`config.mk`:
```
export PLATFORM = sky130hd
export DESIGN_NAME = pic_bus_write_sequencer
export DESIGN_NICKNAME = d
export VERILOG_FILES = /design/src/rtl/pic8259_pkg.sv /design/src/rtl/pic_bus_edge_detect.sv /design/src/rtl/pic_bus_write_sequencer.sv
export SDC_FILE = /design/constraint.sdc
export NUM_CORES = 1
export LEC_CHECK = 0
export CAP_MARGIN = 20
export CORE_MARGIN = 5
export CORE_UTILIZATION = 40
export DETAILED_ROUTE_END_ITERATION = 7
export GPL_TIMING_DRIVEN = 0
export PLACE_DENSITY_LB_ADDON = 0.05
export SETUP_SLACK_MARGIN = 0.2
export SYNTH_ARGS = -nofsm -noshare
export SYNTH_HDL_FRONTEND = slang
export SYNTH_SLANG_ARGS = --single-unit
```
`constraint.sdc`:
```
create_clock -name clock -period 1.68 [get_ports clock]
set_input_delay 0.336 -clock clock [delete_from_list [all_inputs] [get_ports clock]]
set_output_delay 0.336 -clock clock [all_outputs]
set_load 0.05 [all_outputs]
```
`src/rtl/pic8259_pkg.sv`:
```
// Shared definitions for the 8259A bus front end: init-sequence states and
// the command-byte bit positions the write decoder inspects.
package pic8259_pkg;

  typedef enum logic [1:0] {
    READY     = 2'd0,
    WAIT_ICW2 = 2'd1,
    WAIT_ICW3 = 2'd2,
    WAIT_ICW4 = 2'd3
  } init_state_t;

  localparam int unsigned ICW1_D4   = 4;
  localparam int unsigned OCW_D3    = 3;
  localparam int unsigned ICW1_SNGL = 1;
  localparam int unsigned ICW1_IC4  = 0;

endpackage

```
`src/rtl/pic_bus_edge_detect.sv`:
```
// Registers one active-level bus qualifier and flags the cycle in which it
// is seen low after having been high.
module pic_bus_edge_detect (
  input  logic clock,
  input  logic reset_n,
  input  logic active,
  output logic fall
);

  logic active_q;

  always_ff @(posedge clock or negedge reset_n) begin
    if (!reset_n) begin
      active_q <= 1'b0;
    end else begin
      active_q <= active;
    end
  end

  assign fall = active_q & ~active;

endmodule

```
`src/rtl/pic_bus_write_sequencer.sv`:
```
// 8259A write path: captures CPU writes, decodes each completed write into one
// ICW/OCW strobe and tracks the ICW1..ICW4 initialization sequence.
module pic_bus_write_sequencer
  import pic8259_pkg::*;
(
  input  logic       clock,
  input  logic       reset_n,
  input  logic       chip_select_n,
  input  logic       write_enable_n,
  input  logic       read_enable_n,
  input  logic       address,
  input  logic [7:0] data_bus_in,
  output logic [7:0] internal_data_bus,
  output logic       write_initial_command_word_1,
  output logic       write_initial_command_word_2,
  output logic       write_initial_command_word_3,
  output logic       write_initial_command_word_4,
  output logic       write_operation_control_word_1_registers,
  output logic       write_operation_control_word_2_registers,
  output logic       write_operation_control_word_3_registers,
  output logic       read_strobe,
  output logic       initialization_in_progress
);

  logic        wr_act;
  logic        rd_act;
  logic        wr_fall;
  logic        rd_fall;
  logic [7:0]  data_q;
  logic        a0_q;
  logic        sngl;
  logic        ic4;
  init_state_t state;

  assign wr_act = ~chip_select_n & ~write_enable_n;
  // An overlapping WR# takes the cycle, so it is never seen as a read.
  assign rd_act = ~chip_select_n & ~read_enable_n & write_enable_n;

  pic_bus_edge_detect u_wr_edge (
    .clock   (clock),
    .reset_n (reset_n),
    .active  (wr_act),
    .fall    (wr_fall)
  );

  pic_bus_edge_detect u_rd_edge (
    .clock   (clock),
    .reset_n (reset_n),
    .active  (rd_act),
    .fall    (rd_fall)
  );

  always_ff @(posedge clock or negedge reset_n) begin
    if (!reset_n) begin
      data_q <= '0;
      a0_q   <= 1'b0;
    end else if (wr_act) begin
      data_q <= data_bus_in;
      a0_q   <= address;
    end
  end

  assign internal_data_bus          = data_q;
  assign initialization_in_progress = (state != READY);

  // Strobes are decoded against the current state; the state itself advances
  // one edge later from the registered strobe, as the strobe drops.
  always_ff @(posedge clock or negedge reset_n) begin
    if (!reset_n) begin
      state                                    <= READY;
      sngl                                     <= 1'b1;
      ic4                                      <= 1'b0;
      write_initial_command_word_1             <= 1'b0;
      write_initial_command_word_2             <= 1'b0;
      write_initial_command_word_3             <= 1'b0;
      write_initial_command_word_4             <= 1'b0;
      write_operation_control_word_1_registers <= 1'b0;
      write_operation_control_word_2_registers <= 1'b0;
      write_operation_control_word_3_registers <= 1'b0;
      read_strobe                              <= 1'b0;
    end else begin
      write_initial_command_word_1             <= 1'b0;
      write_initial_command_word_2             <= 1'b0;
      write_initial_command_word_3             <= 1'b0;
      write_initial_command_word_4             <= 1'b0;
      write_operation_control_word_1_registers <= 1'b0;
      write_operation_control_word_2_registers <= 1'b0;
      write_operation_control_word_3_registers <= 1'b0;
      read_strobe                              <= rd_fall;

      if (write_initial_command_word_1) begin
        state <= WAIT_ICW2;
        sngl  <= data_q[ICW1_SNGL];
        ic4   <= data_q[ICW1_IC4];
      end else if (write_initial_command_word_2) begin
        if (!sngl) begin
          state <= WAIT_ICW3;
        end else if (ic4) begin
          state <= WAIT_ICW4;
        end else begin
          state <= READY;
        end
      end else if (write_initial_command_word_3) begin
        state <= ic4 ? WAIT_ICW4 : READY;
      end else if (write_initial_command_word_4) begin
        state <= READY;
      end

      if (wr_fall) begin
        if (!a0_q) begin
          if (data_q[ICW1_D4]) begin
            write_initial_command_word_1 <= 1'b1;
          end else if (state == READY) begin
            if (data_q[OCW_D3]) begin
              write_operation_control_word_3_registers <= 1'b1;
            end else begin
              write_operation_control_word_2_registers <= 1'b1;
            end
          end
        end else begin
          unique case (state)
            WAIT_ICW2: write_initial_command_word_2             <= 1'b1;
            WAIT_ICW3: write_initial_command_word_3             <= 1'b1;
            WAIT_ICW4: write_initial_command_word_4             <= 1'b1;
            READY:     write_operation_control_word_1_registers <= 1'b1;
          endcase
        end
      end
    end
  end

endmodule

```
=== Word level (Yosys, flattened, before mapping) ===
Cells that the tools add are included.

* Bits in registers: 23
* Input bits: 14
* Output and inout port bits: 17
* Word-level logic and storage cells: 62

* Eq/ne operators: 3
* Mux-type cells: 31
* Bitwise logic cells: 10
* Reduce and logical (&&, ||, !) cells: 3

{| class="wikitable"
|+ Operators with widths
! operator !! number
|-
| 1-bit two-way mux || 25
|-
| 2-bit two-way mux || 6
|-
| 1-bit AND || 5
|-
| 1-bit NOT || 5
|-
| 2-bit equality test (second input constant) || 2
|-
| 4-bit nonzero test || 1
|-
| 2-bit by 1-bit equality test with 1-bit output (second input constant) || 1
|-
| 2-bit logical NOT || 1
|-
| 2-bit nonzero test || 1
|}

=== Longest topological paths before layout ===
Gate-level depths: netlist of run 1.

* Word-level depth: 5
* Mapped depth: 2
* Gate-level depth less buffers: 2

=== Modules after synthesis ===
Synthesis of run 1 repeated with hierarchy kept, for this count alone.

* Cell total of the unflattened synthesis: 57
* Area, all modules: 864.6 um^2

{| class="wikitable"
|+ Modules (own cells, without submodules)
! module !! instances !! cells an instance !! area an instance (um^2) !! sequential area each (um^2)
|-
| pic_bus_write_sequencer || 1 || 53 || 787.0 || 526.8
|-
| pic_bus_edge_detect || 2 || 2 || 38.8 || 25.0
|}

=== Worst setup path before layout of run 1 ===
OpenSTA, ideal clock, no wires.

* Path type: register to register
* Start point: reg write_initial_command_word_2
* End point: reg state[0]
* Setup time: 124 ps
* Arrival time: 1313 ps
* Required time: 1556 ps
* Setup slack: 243 ps
* Stages on the path, launching flop included: 3
* Buffers on the path: 0
* Period minus slack after synthesis: 1437 ps
* Cells stage by stage: dfrtp_1 > mux2_1 > a211o_1

* Cells in the longest elaborated chain, start to end: 2
* Elaborated cells between the ends (all ways): 3
* Classes of those cells: mux (2); reduce/logical (1)

{| class="wikitable"
|+ Ends and longest elaborated chain
! element !! line !! RTL
|-
| from (decl) || pic_bus_write_sequencer.sv:15 || <nowiki>output logic write_initial_command_word_2,</nowiki>
|-
| from (signal assigned) || pic_bus_write_sequencer.sv:74 || <nowiki>write_initial_command_word_2 <= 1'b0;</nowiki>
|-
| from (signal assigned) || pic_bus_write_sequencer.sv:83 || <nowiki>write_initial_command_word_2 <= 1'b0;</nowiki>
|-
| from (signal assigned) || pic_bus_write_sequencer.sv:122 || <nowiki>WAIT_ICW2: write_initial_command_word_2 <= 1'b1;</nowiki>
|-
| 2-bit two-way mux || pic_bus_write_sequencer.sv:95 || <nowiki>end else if (write_initial_command_word_2) begin</nowiki>
|-
| 2-bit two-way mux || pic_bus_write_sequencer.sv:91 || <nowiki>if (write_initial_command_word_1) begin</nowiki>
|-
| to (signal assigned) || pic_bus_write_sequencer.sv:104 || <nowiki>state <= ic4 ? WAIT_ICW4 : READY;</nowiki>
|-
| to (decl) || pic_bus_write_sequencer.sv:33 || <nowiki>init_state_t state;</nowiki>
|}

Parallel ways exist; a longest one is shown, timed or not.
A chain may end at the register's enable or synchronous reset.

=== Worst setup path after layout of run 1 ===
* Start point: reg state[1]
* End point: out initialization_in_progress

* Cells in the longest elaborated chain, start to end: 1

{| class="wikitable"
|+ Ends and longest elaborated chain
! element !! line !! RTL
|-
| 2-bit nonzero test || pic_bus_write_sequencer.sv:64 || <nowiki>assign initialization_in_progress = (state != READY);</nowiki>
|-
| to (decl) || pic_bus_write_sequencer.sv:22 || <nowiki>output logic initialization_in_progress</nowiki>
|}

No other way between the ends.

==> results.sh, run 1 <==
export IMPL_outcome="completed"
export IMPL_p_leak_nw=0.541
export IMPL_fin_crit_sh_pct=89.7
export IMPL_nets=108
export IMPL_ir_drop_mv=0.614
export IMPL_pin_count=31
export IMPL_num_antenna_cells=0
export IMPL_die_y_um=56.7
export IMPL_grt_pass1_wl_um=2790
export IMPL_hpwlAfterDp_um=1200
export IMPL_crit_type="register to primary output"
export IMPL_io_buffer_count=30
export IMPL_ctsLongestPathBuffers=2
export IMPL_rrSetupSlack_ns=0.52
export IMPL_coreArea_sq_um=2150
export IMPL_required_ns=1.34
export IMPL_synthToLayoutAreaGrowth_pct=41.9
export IMPL_ys_ff_latch=23
export IMPL_yosys_area_top_type_share_pct=63.1
export IMPL_relSlewSlack_pct=72.0
export IMPL_routedWlPerCell_um=13.2
export IMPL_cts_sinks=23
export IMPL_grt_max_degree=24
export IMPL_cts_htree_levels=1
export IMPL_clk_latency_ns=0.30
export IMPL_clock_root_buffer="clkbuf_4"
export IMPL_grt_overflow_total=0
export IMPL_switching_power_w=0.000534
export IMPL_die_x_um=56.7
export IMPL_ys_seq_area_share_pct=66.1
export IMPL_grt_use_total_pct=11.2
export IMPL_synth_commonest_cells="dfrtp_1 (22), mux2_2 (11), nor3b_1 (4)"
export IMPL_start_util_pct=40.6
export IMPL_holdCritPathClass="input pin to async pin"
export IMPL_antenna_found_initial=0
export IMPL_arrival_ns=1.17
export IMPL_synth_edf_count=0
export IMPL_critical_path_peak_fanout=5
export IMPL_finalHoldViolCount=0
export IMPL_min_period_ns=1.51
export IMPL_slew_violations=0
export IMPL_finClkSkew_ns=0.00651
export IMPL_grt_pass1_vias=628
export IMPL_clk_pin_slew_ns=0.12
export IMPL_combPwrFrac_pct=35.3
export IMPL_worstMarginPinSlew_ns=0.416
export IMPL_vias_per_cell=4.73
export IMPL_synth_area_leaders="dfrtp_1 (63%), mux2_2 (14%), nor3b_1 (3.4%)"
export IMPL_final_area_sq_um=1240
export IMPL_finalPower_w=0.00152
export IMPL_power_density_nw_per_um2=1220
export IMPL_cp_end_kind="primary output"
export IMPL_die_area_sq_um=3210
export IMPL_vias=572
export IMPL_ys_warn_count=0
export IMPL_fmax_ghz=0.663
export IMPL_clkPwrFrac_pct=16.3
export IMPL_p_seq_share_pct=48.4
export IMPL_netlist_area_sq_um=872
export IMPL_netlist_cell_type_count=21
export IMPL_syn_nets=71
export IMPL_num_rows=17
export IMPL_cts_buffers=3
export IMPL_drc=0
export IMPL_cts_tree="done"
export IMPL_first_pass_iters=2
export IMPL_drt_initial_drc_count=1
export IMPL_ant_nets=0
export IMPL_rsz0062_at_grt="yes"
export IMPL_holdBufCountCts=0
export IMPL_setup_violations=0
export IMPL_synth_largest_area_cell="dfrtp_1"
export IMPL_avgSynthCellArea_sq_um=15.3
export IMPL_start_kind="register"
export IMPL_drive_gt1_share_pct=41.9
export IMPL_yosys_most_used_dff="dfrtp_1"
export IMPL_hold_slack_ns=0.297
export IMPL_p_int_w=0.000982
export IMPL_dpl_cell_area_sq_um=1210
export IMPL_maxCapViolations=0
export IMPL_wirelength_um=1600
export IMPL_synthCells=57
export IMPL_place_congestion=0.712
export IMPL_async_reset_ff_share_pct=100
export IMPL_synth_most_common_cell="dfrtp_1"
export IMPL_swShare_pct=35.2
[power by group through the flow]
stage          registers, W  clock network (W)  logic, W
5_1_grt            0.000752           0.000277  0.000571
3_3_place_gp       0.000744                  0  0.000510
3_5_place_dp       0.000747                  0  0.000516
4_1_cts            0.000736           0.000258  0.000491
2_1_floorplan      0.000856                  0  0.000216
6_report           0.000733           0.000246  0.000536
[flip-flops by register name, indices dropped and copies added (netlist names)]
name	cells
write_operation_control_word_1_registers	1
write_operation_control_word_3_registers	1
read_strobe	1
internal_data_bus	8
write_initial_command_word_2	1
write_initial_command_word_1	1
u_wr_edge.active_q	1
sngl	1
write_initial_command_word_3	1
state	2
write_initial_command_word_4	1
write_operation_control_word_2_registers	1
ic4	1
a0_q	1
u_rd_edge.active_q	1
[metal layers]
metal  vias to the layer above  track usage (%)  share of wire [%]
met1                       272             14.1                 46
li1                        281                -                  -
met2                        19             17.5                 47
met3                         0             3.45                6.8
met5                         -                0                  0
met4                         0             5.08                  0
[layout by cell type, fill, tap and decap left out, types with 2 or more instances in the layout]
master,synthesis,layout
dfrtp_1,22,22
clkbuf_4,0,3
nor3b_1,4,4
nor2b_1,2,2
clkdlybuf4s15_2,0,9
mux2_2,11,11
clkbuf_2,0,3
buf_2,0,4
clkdlybuf4s50_1,0,13
nor2_1,2,2
[area by class of cell]
class                      count  area (sq um)
fill                         198           911
sequential                    23           577
timing repair buffer          32           300
multi-input combinational     34           298
tap                           28          35.0
clock buffer                   3          22.5
clock inverter                 1          5.00
[per-stage QoR]
| stage | worst slack [ns] | instances | TNS [ns] | util [%] |
|---|---|---|---|---|
| floorplan | 0.243 | 57 | 0 | - |
| global placement | -0.0498 | 115 | -0.0498 | 56.2 |
| detailed placement | -0.0510 | 115 | -0.0510 | 56.2 |
| CTS | 0.0808 | 119 | 0 | 57.4 |
| global route | 0.117 | 121 | 0 | 57.6 |
| finish | 0.172 | 121 | 0 | 57.6 |
[worst paths after layout]
check,from,end,cells past startpoint
hold / removal,reset_n,internal_data_bus[2],1
setup reg to reg,internal_data_bus[3],write_operation_control_word_2_registers,2
setup / recovery,state[1],initialization_in_progress,2
max in group asynchronous,reset_n,sngl,2
hold reg to reg,u_rd_edge.active_q,read_strobe,1
min in group clock,u_rd_edge.active_q,read_strobe,1
[timing repair]
item,in CTS,in global routing
gates resized for setup,54,11
cloned,0,0
setup endpoints to repair,17,6
setup buffers,0,1
pin swaps,0,0
[cell families (layout without fill, tap and decap cells)]
logic type      Yosys count  after routing  synth area share, %
compound gates            5              5                 4.73
simple gates             17             17                 13.6
mux                      12             12                 15.5
flops                    23             23                 66.1
buf+inv                   0             36                    0
[worst max-delay path: stages (launching register included)]
cell and delay [ns]:
dfrtp_1 0.44, or2_4 0.28, buf_6 0.15
Note: power is estimated with default switching activity, not from simulation.
==> inputs of run 2 (changes only) <==
--- a/config.mk
+++ b/config.mk
@@ -12,6 +12,7 @@
 export GPL_TIMING_DRIVEN = 0
 export PLACE_DENSITY_LB_ADDON = 0.05
 export SETUP_SLACK_MARGIN = 0.2
+export SKIP_CTS_REPAIR_TIMING = 1
 export SYNTH_ARGS = -nofsm -noshare
 export SYNTH_HDL_FRONTEND = slang
 export SYNTH_SLANG_ARGS = --single-unit
==> results.sh, run 2 (synthesis results as in run 1) <==
export IMPL_outcome="completed"
export IMPL_cts_htree_levels=1
export IMPL_crit_type="register to primary output"
export IMPL_drive_gt1_share_pct=32.6
export IMPL_grt_use_total_pct=11.2
export IMPL_drt_initial_drc_count=0
export IMPL_grt_max_degree=24
export IMPL_fin_crit_sh_pct=94.4
export IMPL_finalHoldViolCount=0
export IMPL_finClkSkew_ns=0.0106
export IMPL_coreArea_sq_um=2150
export IMPL_num_rows=17
export IMPL_maxCapViolations=0
export IMPL_slew_violations=0
export IMPL_num_antenna_cells=0
export IMPL_p_leak_nw=0.622
export IMPL_clock_root_buffer="clkbuf_4"
export IMPL_fin_util_pct=56.7
export IMPL_r2r_start="write_initial_command_word_2"
export IMPL_die_x_um=56.7
export IMPL_clk_pin_slew_ns=0.13
export IMPL_start_util_pct=40.6
export IMPL_cts_buffers=3
export IMPL_critical_path_peak_fanout=6
export IMPL_min_period_ns=1.59
export IMPL_relSlewSlack_pct=65.8
export IMPL_ant_nets=0
export IMPL_pin_count=31
export IMPL_required_ns=1.34
export IMPL_cp_end_kind="primary output"
export IMPL_fin_tns_setup_ns=0
export IMPL_place_congestion=0.712
export IMPL_die_area_sq_um=3210
export IMPL_rrSetupSlack_ns=0.52
export IMPL_final_common_cell="dfrtp_1"
export IMPL_fmax_ghz=0.630
export IMPL_cts_sinks=23
export IMPL_ctsLongestPathBuffers=2
export IMPL_antenna_found_initial=0
export IMPL_io_buffer_count=30
export IMPL_routedWlPerCell_um=13.2
export IMPL_die_y_um=56.7
export IMPL_cts_tree="done"
export IMPL_setup_violations=0
export IMPL_synthToLayoutAreaGrowth_pct=39.6
export IMPL_hpwlAfterDp_um=1200
export IMPL_vias=562
export IMPL_first_pass_iters=1
export IMPL_clk_latency_ns=0.31
export IMPL_largest_reg_flops=8
export IMPL_power_density_nw_per_um2=1200
export IMPL_worstReg2RegEnd="state[0]"
export IMPL_grt_pass1_vias=630
export IMPL_r2r_cells=2
export IMPL_arrival_ns=1.25
export IMPL_wirelength_um=1590
export IMPL_holdCritPathClass="input pin to async pin"
export IMPL_start_kind="register"
export IMPL_worstMarginPinSlew_ns=0.511
export IMPL_grt_pass1_wl_um=2780
export IMPL_vias_per_cell=4.68
export IMPL_nets=107
export IMPL_rsz0062_at_grt="yes"
export IMPL_grt_overflow_total=0
export IMPL_drc=0
export IMPL_layout_common_cells="dfrtp_1 (22), clkdlybuf4s50_1 (13), mux2_2 (11)"
export IMPL_ir_drop_mv=0.618
[run 2: cell count changes in the layout (fill, tap and decap cells not counted)]
cell	before	now
buf_2	4	1
buf_4	1	0
buf_6	1	0
clkbuf_2	3	9
clkdlybuf4s15_2	9	0
dlymetal6s2s_1	0	7
or2_1	0	1
or2_4	1	0
[run 2: metal layers]
layer	global-route usage (%)	vias to the layer above	part of all wire, %
met5	0	-	0
met4	5.08	0	0
met3	3.45	0	6.5
met2	17.5	19	47
met1	14.1	264	47
li1	-	279	-
[run 2: layout make-up]
class,instances,area (sq um)
fill,186,931
multi-input combinational,34,295
clock inverter,1,5.00
timing repair buffer,31,283
clock buffer,3,22.5
tap,28,35.0
sequential,23,577
[run 2: how the worst max path moves through the flow]
stage / from / to / slack (ns) / depth (start not counted)
final: state[1] / initialization_in_progress / 0.09 / 2
after global routing: state[1] / initialization_in_progress / 0.03 / 2
after CTS: state[1] / initialization_in_progress / -0.41 / 2
after detailed placement: state[1] / initialization_in_progress / -0.05 / 2
after global placement: state[1] / initialization_in_progress / -0.05 / 2
after floorplan: write_initial_command_word_2 / state[0] / 0.24 / 2
[run 2: worst max-delay path, cell delays in order (launching register included)]
cell and delay [ns]:
dfrtp_1 0.45, or2_1 0.27, buf_2 0.22
[run 2: report_power, final]
| part | internal (W) | switching, W |
|---|---|---|
| Sequential | 0.000651 | 0.0000813 |
| Clock | 0.0000887 | 0.000162 |
| Combinational | 0.000191 | 0.000286 |
| Total | 0.000931 | 0.000530 |
[run 2: stage by stage]
step / setup WS [ns] / hold WS (ns) / area [sq um] / cells / power, W
finish: 0.0937 / 0.297 / 1220 / 120 / 0.00146
global route: 0.0264 / 0.317 / 1220 / 120 / 0.00154
CTS: -0.415 / 0.503 / 1230 / 119 / 0.00151
detailed placement: -0.0510 / 0.475 / 1210 / 115 / 0.00126
global placement: -0.0498 / 0.451 / 1210 / 115 / 0.00125
floorplan: 0.243 / 0.0404 / 872 / 57 / 0.00107
==> inputs of run 3 (changes only) <==
--- a/config.mk
+++ b/config.mk
@@ -7,7 +7,7 @@
 export LEC_CHECK = 0
 export CAP_MARGIN = 20
 export CORE_MARGIN = 5
-export CORE_UTILIZATION = 40
+export CORE_UTILIZATION = 46
 export DETAILED_ROUTE_END_ITERATION = 7
 export GPL_TIMING_DRIVEN = 0
 export PLACE_DENSITY_LB_ADDON = 0.05
==> results.sh, run 3 (synthesis results as in run 1) <==
export IMPL_final_area_sq_um=1180
export IMPL_slew_violations=0
export IMPL_crit_type="register to primary output"
export IMPL_r2r_cells=2
export IMPL_pin_count=31
export IMPL_largest_reg_flops=8
export IMPL_required_ns=1.34
export IMPL_start_util_pct=49.4
export IMPL_switching_power_w=0.000522
export IMPL_ir_drop_mv=0.703
export IMPL_die_y_um=53.5
export IMPL_min_period_ns=1.58
export IMPL_drive_gt1_share_pct=35.2
export IMPL_final_common_cell="dfrtp_1"
export IMPL_start_kind="register"
export IMPL_critical_path_peak_fanout=6
export IMPL_die_x_um=53.5
export IMPL_grt_overflow_total=0
export IMPL_fin_util_pct=66.7
export IMPL_grt_use_total_pct=13.5
export IMPL_clkPwrFrac_pct=16.7
export IMPL_p_int_w=0.000918
export IMPL_swShare_pct=36.2
export IMPL_wirelength_um=1620
export IMPL_place_congestion=0.681
export IMPL_rsz0062_at_grt="yes"
export IMPL_setup_violations=0
export IMPL_cts_sinks=23
export IMPL_layout_common_cells="dfrtp_1 (22), clkdlybuf4s50_1 (13), mux2_2 (11), clkbuf_2 (11)"
export IMPL_dpl_cell_area_sq_um=1200
export IMPL_outcome="completed"
export IMPL_min_path_cells=1
export IMPL_grt_pass1_wl_um=2750
export IMPL_finalHoldViolCount=0
export IMPL_io_buffer_count=30
export IMPL_rrSetupSlack_ns=0.50
export IMPL_hpwlAfterDp_um=1260
export IMPL_num_antenna_cells=0
export IMPL_r2r_start="write_initial_command_word_2"
export IMPL_p_leak_nw=0.588
export IMPL_finalPower_w=0.00144
export IMPL_finClkSkew_ns=0.00520
export IMPL_routedWlPerCell_um=14.0
export IMPL_num_rows=15
export IMPL_antenna_found_initial=0
export IMPL_clk_pin_slew_ns=0.12
export IMPL_drt_initial_drc_count=6
export IMPL_fmax_ghz=0.631
export IMPL_maxCapViolations=0
export IMPL_nFillCells=145
export IMPL_combPwrFrac_pct=32.1
export IMPL_die_area_sq_um=2870
export IMPL_clock_root_buffer="clkbuf_4"
export IMPL_cts_buffers=3
export IMPL_ctsLongestPathBuffers=2
export IMPL_nets=106
export IMPL_holdCritPathClass="register to register"
export IMPL_drc=0
export IMPL_grt_max_degree=24
export IMPL_worstReg2RegEnd="state[0]"
export IMPL_synthToLayoutAreaGrowth_pct=34.9
export IMPL_hold_end="read_strobe"
export IMPL_p_seq_share_pct=51.2
export IMPL_vias_per_cell=5.00
export IMPL_cts_htree_levels=1
export IMPL_grt_pass1_vias=606
export IMPL_relSlewSlack_pct=36.3
export IMPL_arrival_ns=1.25
export IMPL_clk_latency_ns=0.30
export IMPL_cp_end_kind="primary output"
export IMPL_fin_crit_sh_pct=94.3
export IMPL_first_pass_iters=3
export IMPL_worstMarginPinSlew_ns=0.953
export IMPL_cts_tree="done"
export IMPL_vias=580
export IMPL_power_density_nw_per_um2=1220
export IMPL_min_from="u_rd_edge.active_q"
export IMPL_ant_nets=0
export IMPL_coreArea_sq_um=1760
-- run 3: per-stage QoR --
step | hold slack, ns | setup TNS (ns) | setup WS, ns | std cells
floorplan | 0.0404 | 0 | 0.243 | 57
global placement | 0.459 | -0.0531 | -0.0531 | 112
detailed placement | 0.477 | -0.0505 | -0.0505 | 112
CTS | 0.513 | -3.09 | -0.415 | 116
global route | 0.555 | 0 | 0.0255 | 116
finish | 0.502 | 0 | 0.0953 | 116
-- run 3: per-layer routing --
| metal | share of wire [%] | global-route usage, % |
|---|---|---|
| met1 | 40 | 15.8 |
| met3 | 6.2 | 3.60 |
| met4 | 1.2 | 6.38 |
| met5 | 0 | 0 |
| met2 | 53 | 23.1 |
-- run 3: final cells by class --
cell class / instances / area [sq um] / area share, %
clock buffer: 3 / 22.5 / 1.91
clock inverter: 1 / 5.00 / 0.426
multi-input combinational: 34 / 295 / 25.1
sequential: 23 / 577 / 49.0
tap: 25 / 31.3 / 2.66
timing repair buffer: 30 / 245 / 20.9
-- run 3: power by group through the flow --
stage               logic (W)  registers (W)  clock network (W)
detailed placement   0.000516       0.000749                  0
global route         0.000490       0.000753           0.000292
floorplan            0.000216       0.000856                  0
CTS                  0.000519       0.000736           0.000254
global placement     0.000511       0.000747                  0
finish               0.000463       0.000737           0.000240
-- run 3: critical path, cell delays in order, from the launching register on --
cell and delay (ns):
dfrtp_1 0.45, or2_1 0.28, buf_2 0.22
-- run 3: how the worst max path moves through the flow --
stage | to | slack [ns] | startpoint
3_5_place_dp | initialization_in_progress | -0.05 | state[1]
3_3_place_gp | initialization_in_progress | -0.05 | state[1]
2_1_floorplan | state[0] | 0.24 | write_initial_command_word_2
5_1_grt | initialization_in_progress | 0.03 | state[1]
4_1_cts | initialization_in_progress | -0.42 | state[1]
6_report | initialization_in_progress | 0.1 | state[1]
